--- src/rtl/imm_encoder.sv ---
// Sequential inverse of InmExtension: searches for the 24-bit immediate field
// that expands back to a given 32-bit constant, or reports that none exists.
module imm_encoder (
  input  logic        clk,
  input  logic        reset,
  input  logic        start,
  input  logic [31:0] value,
  input  logic [1:0]  InmSrc,
  output logic        busy,
  output logic        done,
  output logic        ok,
  output logic [23:0] Instr
);

  typedef enum logic [1:0] {IDLE, SEARCH, CHECK} stateT;

  stateT       stateReg, stateNext;
  logic [3:0]  rotReg, rotNext;
  logic [31:0] valueReg, valueNext;
  logic [1:0]  srcReg, srcNext;
  logic        doneNext, okNext;
  logic [23:0] instrNext;
  logic [5:0]  shiftAmt;
  logic [31:0] cand;
  logic        fitsMem, fitsBranch;

  // Rotating the constant left by 2r undoes the ROR applied during extension;
  // a right shift by 32 yields zero, so r=0 needs no special case.
  assign shiftAmt = {1'b0, rotReg, 1'b0};
  assign cand     = (valueReg << shiftAmt) | (valueReg >> (6'd32 - shiftAmt));

  assign fitsMem    = (valueReg[31:12] == 20'h0);
  assign fitsBranch = (valueReg[1:0] == 2'b00) && (valueReg[31:25] == {7{valueReg[25]}});

  assign busy = (stateReg != IDLE);

  always_ff @(posedge clk or posedge reset) begin
    if (reset) begin
      stateReg <= IDLE;
      rotReg   <= 4'd0;
      valueReg <= 32'h0;
      srcReg   <= 2'b00;
      done     <= 1'b0;
      ok       <= 1'b0;
      Instr    <= 24'h0;
    end else begin
      stateReg <= stateNext;
      rotReg   <= rotNext;
      valueReg <= valueNext;
      srcReg   <= srcNext;
      done     <= doneNext;
      ok       <= okNext;
      Instr    <= instrNext;
    end
  end

  always_comb begin
    stateNext = stateReg;
    rotNext   = rotReg;
    valueNext = valueReg;
    srcNext   = srcReg;
    doneNext  = 1'b0;
    okNext    = ok;
    instrNext = Instr;
    unique case (stateReg)
      IDLE: begin
        if (start) begin
          valueNext = value;
          srcNext   = InmSrc;
          rotNext   = 4'd0;
          stateNext = (InmSrc == 2'b00) ? SEARCH : CHECK;
        end
      end
      SEARCH: begin
        if (cand[31:8] == 24'h0) begin
          doneNext  = 1'b1;
          okNext    = 1'b1;
          instrNext = {12'h0, rotReg, cand[7:0]};
          stateNext = IDLE;
        end else if (rotReg == 4'd15) begin
          doneNext  = 1'b1;
          okNext    = 1'b0;
          instrNext = 24'h0;
          stateNext = IDLE;
        end else begin
          rotNext = rotReg + 4'd1;
        end
      end
      CHECK: begin
        doneNext  = 1'b1;
        stateNext = IDLE;
        okNext    = 1'b0;
        instrNext = 24'h0;
        if (srcReg == 2'b01 && fitsMem) begin
          okNext    = 1'b1;
          instrNext = {12'h0, valueReg[11:0]};
        end else if (srcReg == 2'b10 && fitsBranch) begin
          okNext    = 1'b1;
          instrNext = valueReg[25:2];
        end
      end
      default: stateNext = IDLE;
    endcase
  end

endmodule

--- config.mk ---
export PLATFORM = sky130hd
export DESIGN_NAME = imm_encoder
export DESIGN_NICKNAME = d
export VERILOG_FILES = /design/src/rtl/imm_encoder.sv
export SDC_FILE = /design/constraint.sdc
export NUM_CORES = 1
export LEC_CHECK = 0
export CORE_UTILIZATION = 30
export DETAILED_ROUTE_END_ITERATION = 16
export GPL_ROUTABILITY_DRIVEN = 0
export SLEW_MARGIN = 25
export SYNTH_ARGS = -nofsm -noshare
export SYNTH_HDL_FRONTEND = slang
export SYNTH_SLANG_ARGS = --single-unit
export TNS_END_PERCENT = 100
--- constraint.sdc ---
create_clock -name clk -period 5.34 [get_ports clk]
set_input_delay 0.801 -clock clk [delete_from_list [all_inputs] [get_ports clk]]
set_output_delay 0.801 -clock clk [all_outputs]
set_load 0.01 [all_outputs]
* Yosys cells after proc, flatten, opt, wreduce, memory -nomap -nowiden
Index checks and enable logic that the tools add are counted.
** Storage, ports and cells
- Register bits after elaboration :: 66
- Input port bits :: 37
- Output and inout bits :: 27
- Logic and storage cells :: 59
** Operators by class
- $add $sub $neg :: 2
- Equality and inequality tests :: 10
- Shifts and indexed selects :: 2
- Muxes and demuxes :: 22
- Bitwise gates (word level) :: 1
- Reductions and logical operators :: 15
** Operators by type and width (count)
- two-way mux 24 bit :: 4
- one-hot mux 24 bit (2 select lines) :: 1
- OR 32 bit :: 1
- << shifter 32 x 5 -> 32 bit :: 1
- >> shifter 32 x 6 -> 32 bit :: 1
- zero test 24 bit :: 1
- zero test 20 bit :: 1
- two-way mux 4 bit :: 3
- two-way mux 2 bit :: 4
- one-hot mux 4 bit (2 select lines) :: 1
- == test 6 bit :: 1
- zero test 2 bit :: 3
- two-way mux 1 bit :: 6
- inequality test 2 bit (second input constant) :: 3
- AND reduction 2 bit :: 3
- nonzero test 2 bit :: 3
- subtractor 6 x 5 -> 6 bit (first input constant) :: 1
- adder 4 x 1 -> 4 bit (second input constant) :: 1
- == test 2 x 1 -> 1 bit (second input constant) :: 2
- == test 2 bit (second input constant) :: 2
- == test 4 bit (second input constant) :: 1
- one-hot mux 1 bit (2 select lines) :: 2
- one-hot mux 2 bit (2 select lines) :: 1
- AND reduction 4 bit :: 1
- other kinds (2) :: 4

* Depth between registers and ports, before layout
- Word-level depth :: 6
- Depth in mapped cells :: 17
- Mapped depth without buffers :: 10

* Least setup slack after synthesis
OpenSTA, ideal clock, no wires.
- Path kind :: register to register
- From :: reg rotReg[0]
- To :: reg Instr[0]
- Library setup time :: 73 ps
- Arrival :: 3817 ps
- Data required time :: 5267 ps
- Path slack :: 1450 ps
- Cell stages (with the launch flop) :: 15
- Path buffers :: 4
- Clock period less this slack :: 3890 ps
- Cell sequence :: dfrtp_1 -> buf_6 -> buf_2 -> inv_1 -> buf_2 -> ha_1 -> mux4_1 -> or4_1 -> nor3_2 -> a22oi_1 -> a311o_1 -> or3_1 -> buf_6 -> o32a_1 -> a21oi_2
** On the way
- Longest elaborated chain between the ends :: 6
- Elaborated cells between the ends (all ways) :: 10
- Those cells by class :: add/sub: 1; eq/ne: 2; shift: 2; mux: 2; bitwise: 1; reduce/logical: 2
** Ends and longest elaborated chain
- start: declaration :: RTL line 18 : logic [3:0] rotReg, rotNext;
- start signal: assignment :: RTL line 48 : rotReg <= rotNext;
- subtractor 6 x 5 -> 6 bit :: RTL line 30 : assign cand = (valueReg << shiftAmt) | (valueReg >> (6'd32 - shiftAmt));
- >> shifter 32 x 6 -> 32 bit :: RTL line 30
- OR 32 bit :: RTL line 30
- zero test 24 bit :: RTL line 75 : if (cand[31:8] == 24'h0) begin
- two-way mux 24 bit or inequality test 3 bit (tied branches)
- one-hot mux 24 bit (2 select lines) or AND reduction 2 bit (tied branches)
- end signal: assignment :: RTL line 53 : Instr <= instrNext;
- end: declaration :: RTL line 12 : output logic [23:0] Instr
Parallel ways exist; a longest one is shown, timed or not.
A chain may end at the register's enable or synchronous reset.

* Final worst setup path
- From :: reg rotReg[0]
- To :: reg ok
** On the way
- Longest elaborated chain between the ends :: 6
- Elaborated cells between the ends (all ways) :: 10
- Those cells by class :: add/sub: 1; eq/ne: 2; shift: 2; mux: 2; bitwise: 1; reduce/logical: 2
** Ends and longest elaborated chain
- subtractor 6 x 5 -> 6 bit :: RTL line 30
- >> shifter 32 x 6 -> 32 bit :: RTL line 30
- OR 32 bit :: RTL line 30
- zero test 24 bit :: RTL line 75
- two-way mux 1 bit or inequality test 3 bit (tied branches)
- one-hot mux 1 bit (2 select lines) or AND reduction 2 bit (tied branches)
- end signal: assignment :: RTL line 52 : ok <= okNext;
- end: declaration :: RTL line 11 : output logic ok,
Parallel ways exist; a longest one is shown, timed or not.

==> metrics.txt <==
critical path launch point type register; prevailing post-synth register cell dfrtp_1; Crit Path Max Fanout 75; All-Layer GR Usage 0.174; hold path depth 1; Max Clk Rate 0.257 GHz; Clock Path Buffers 2; largest net degree at the start of global routing 76; Iteration-0 DRC Markers about 540; P_int roughly 1900 uW; die area 0.0173 mm^2; critical path class register to register; clk_lat worst skew between 0.3 and 0.4 ns; Clock transition at path regs ~0.05 ns; Die Wd around 130 um; Syn Inst Count between 500 and 600; Yosys warning count 0; Yosys cell types 64; mapped cell area roughly 0.0050 mm^2; cts bufs inserted 9; drt wl/cell 18.2 um; worst hold path class register to register; H-Tree Level Count 3; Initial Utilization 0.306; Final HPWL DP 10200 um; clock share of power 0.174; Net Count, Synth between 500 and 600; drt pass-1 iters 5; combinational fraction of design power 0.486; P&R area growth vs syn 18.4%; hold buffer count at cts 0; fin util 0.362; period utilization 0.730; Cell Pwr Density between 500 and 600 mW/mm^2; Leak roughly 0.0023 uW; worst endpoint required time 5.56 ns; post-CTS sizing 0; Least-Margin Pin Slew about 0.96 ns; Hold Violations, Final 0; fin crit period 3.90 ns; CP arrival between 4 and 5 ns; Post-synth EDFFs 0; drt total wl 14300 um; synthesis-stage register bit count 66; nets 603; # Post-CTS Setup Buffers 0; Place WS ~1.5 ns; Antenna Diode Count 0; CP Capture Type register; fraction of layout cells with a size suffix above 1 0.173; ranking of synthesized cells by area dfrtp_1 33%, mux2_2 8.5%, mux4_2 6.3%; vias per cell ~5.6; DRC errors left 0; total of max-cap violations 0; VDD IR max 0.000209 V; Root Buffer Master clkbuf_16; Cell Rows 47; vias in the first global route around 4400; Sum Neg Setup Slack 0 ns; IO Pins 64; sequential share of the synthesized area 0.328; cell accounting for the most synthesized area dfrtp_1; total grt overflow 0; Final Skew roughly 0.0058 ns; filler cell count in the final layout around 1700; Switching Share 0.437; core area 0.0165 mm^2; fin. max-slew vios 0; Die Y-Extent between 100 and 150 um; final antenna-violating net count 0; R2R depth 9; Slew HR 0.358; Flop pwr share 0.339; Final setup viols 0; Synth Area per Inst ~9.3 um^2; asr flop ratio synth 1.00; Psw around 1400 uW; port buffer count 63; hold_ws 0.518 ns; initial antenna violation count 0; first-pass GRT wire length between 20000 and 25000 um; Final WS setup 1.44 ns; via count about 4400; outcome complete, no violations; Synth top area share 0.328; CTS tree yes; RSZ-0062 raised after global routing no; CTS Sinks 66
[power groups by stage]
stage / Sequential [uW] / Clock (uW) / Combinational [uW]
final: 1120 / 575 / 1600
after global routing: 1170 / 616 / 1750
after CTS: 1110 / 592 / 1600
after detailed placement: 1120 / 0 / 1600
after global placement: 1110 / 0 / 1560
after floorplan: 796 / 0 / 1480
[stage by stage]
step           instance area (um^2)  cells  total power [uW]
3_3_place_gp                   5680    770              2670
6_report                       5970    785              3300
2_1_floorplan                  5040    542              2280
4_1_cts                        5970    785              3310
3_5_place_dp                   5680    770              2720
5_1_grt                        5970    785              3530
[cell usage after synthesis (3+ instances only)]
master    instances
a21o_1            5
a21oi_1          33
a311oi_1          3
a31o_2           12
a31oi_1          10
a32oi_1           3
buf_1             7
buf_2            14
buf_4             7
buf_6             7
clkbuf_1         25
clkbuf_2          3
dfrtp_1          66
ha_1              5
inv_1            14
mux2_2           38
mux2i_1          24
mux4_1            4
mux4_2           14
nand2_1          26
nand3_1          12
nand4_1           5
nor2_1           56
nor2b_1          17
nor3_1           21
nor3b_1           6
nor4_1            8
nor4b_1           3
o211ai_1          6
o21ai_0          30
o22ai_1           7
o31ai_1           3
o32a_1            3
or3_1             5
[per-layer routing]
metal  vias up  global-route usage  share of wire
li1       2043                   -              -
met2       152               0.271           0.48
met4         0              0.0911          0.026
met5         -                   0              0
met1      2174               0.228           0.44
met3        24              0.0324          0.056
[sequential cells by signal, summed over array words and instances (netlist names)]
signal / cells
ok: 1
stateReg: 2
Instr: 24
rotReg: 4
valueReg: 32
srcReg: 2
done: 1
[worst paths after layout]
kind	start	end	slack, ns
worst max-delay path	rotReg[0]$_DFFE_PP0P_	ok$_DFFE_PP0P_	1.44
worst min-delay path	ok$_DFFE_PP0P_	ok$_DFFE_PP0P_	0.52
max in group asynchronous	reset	rotReg[0]$_DFFE_PP0P_	3.71
worst min register to register	ok$_DFFE_PP0P_	ok$_DFFE_PP0P_	0.52
min in group asynchronous	reset	valueReg[11]$_DFFE_PP0P_	1.03
worst max register to register	rotReg[0]$_DFFE_PP0P_	ok$_DFFE_PP0P_	1.44
[critical path, cell delays in order (launching register included)]
cell,delay [ns]
dfrtp_2,0.35
buf_4,0.64
mux4_2,0.63
a2111oi_0,0.30
o21ai_0,0.28
and3_1,0.25
a311o_1,0.35
o41ai_4,0.27
buf_4,0.32
mux2_2,0.36
[final cells by class]
class	count	area, um^2	share of cell area
multi-input combinational	396	2990	0.501
sequential	66	1650	0.277
timing repair buffer	74	713	0.120
clock inverter	3	40.0	0.00671
tap	220	275	0.0461
clock buffer	12	246	0.0413
inverter	14	52.6	0.00881
[cell families after synthesis]
| logic type | Yosys count | share of synthesized area |
|---|---|---|
| AOI/OAI and AO/OA | 137 | 0.182 |
| muxes | 81 | 0.221 |
| DFF | 66 | 0.328 |
| xor gates and xnor gates | 4 | 0.00695 |
| buffers and inverters | 80 | 0.0822 |
| and+or+nand+nor | 169 | 0.168 |
| adders and majority gates | 5 | 0.0124 |
[layout by cell type (no fill, tap or decap), types with 3 or more instances in the layout]
cell             count
nor2b_1             17
ha_1                 5
nor4_1               8
mux2_2              38
dfrtp_1             65
or3_1                5
a31o_2              12
nand2_1             26
nor4b_1              3
o22ai_1              7
a31oi_1             10
buf_4               11
mux4_1               4
nand3_1             12
o32a_1               3
nor3b_1              6
nor2_1              56
o21ai_0             30
inv_1               13
o211ai_1             6
nor3_1              21
a21oi_1             33
a32oi_1              3
mux2i_1             24
clkdlybuf4s50_1     63
o31ai_1              3
a21o_1               5
a311oi_1             3
mux4_2              14
clkbuf_16            9
nand4_1              5
No activity file was read; power rests on OpenSTA's default activity.
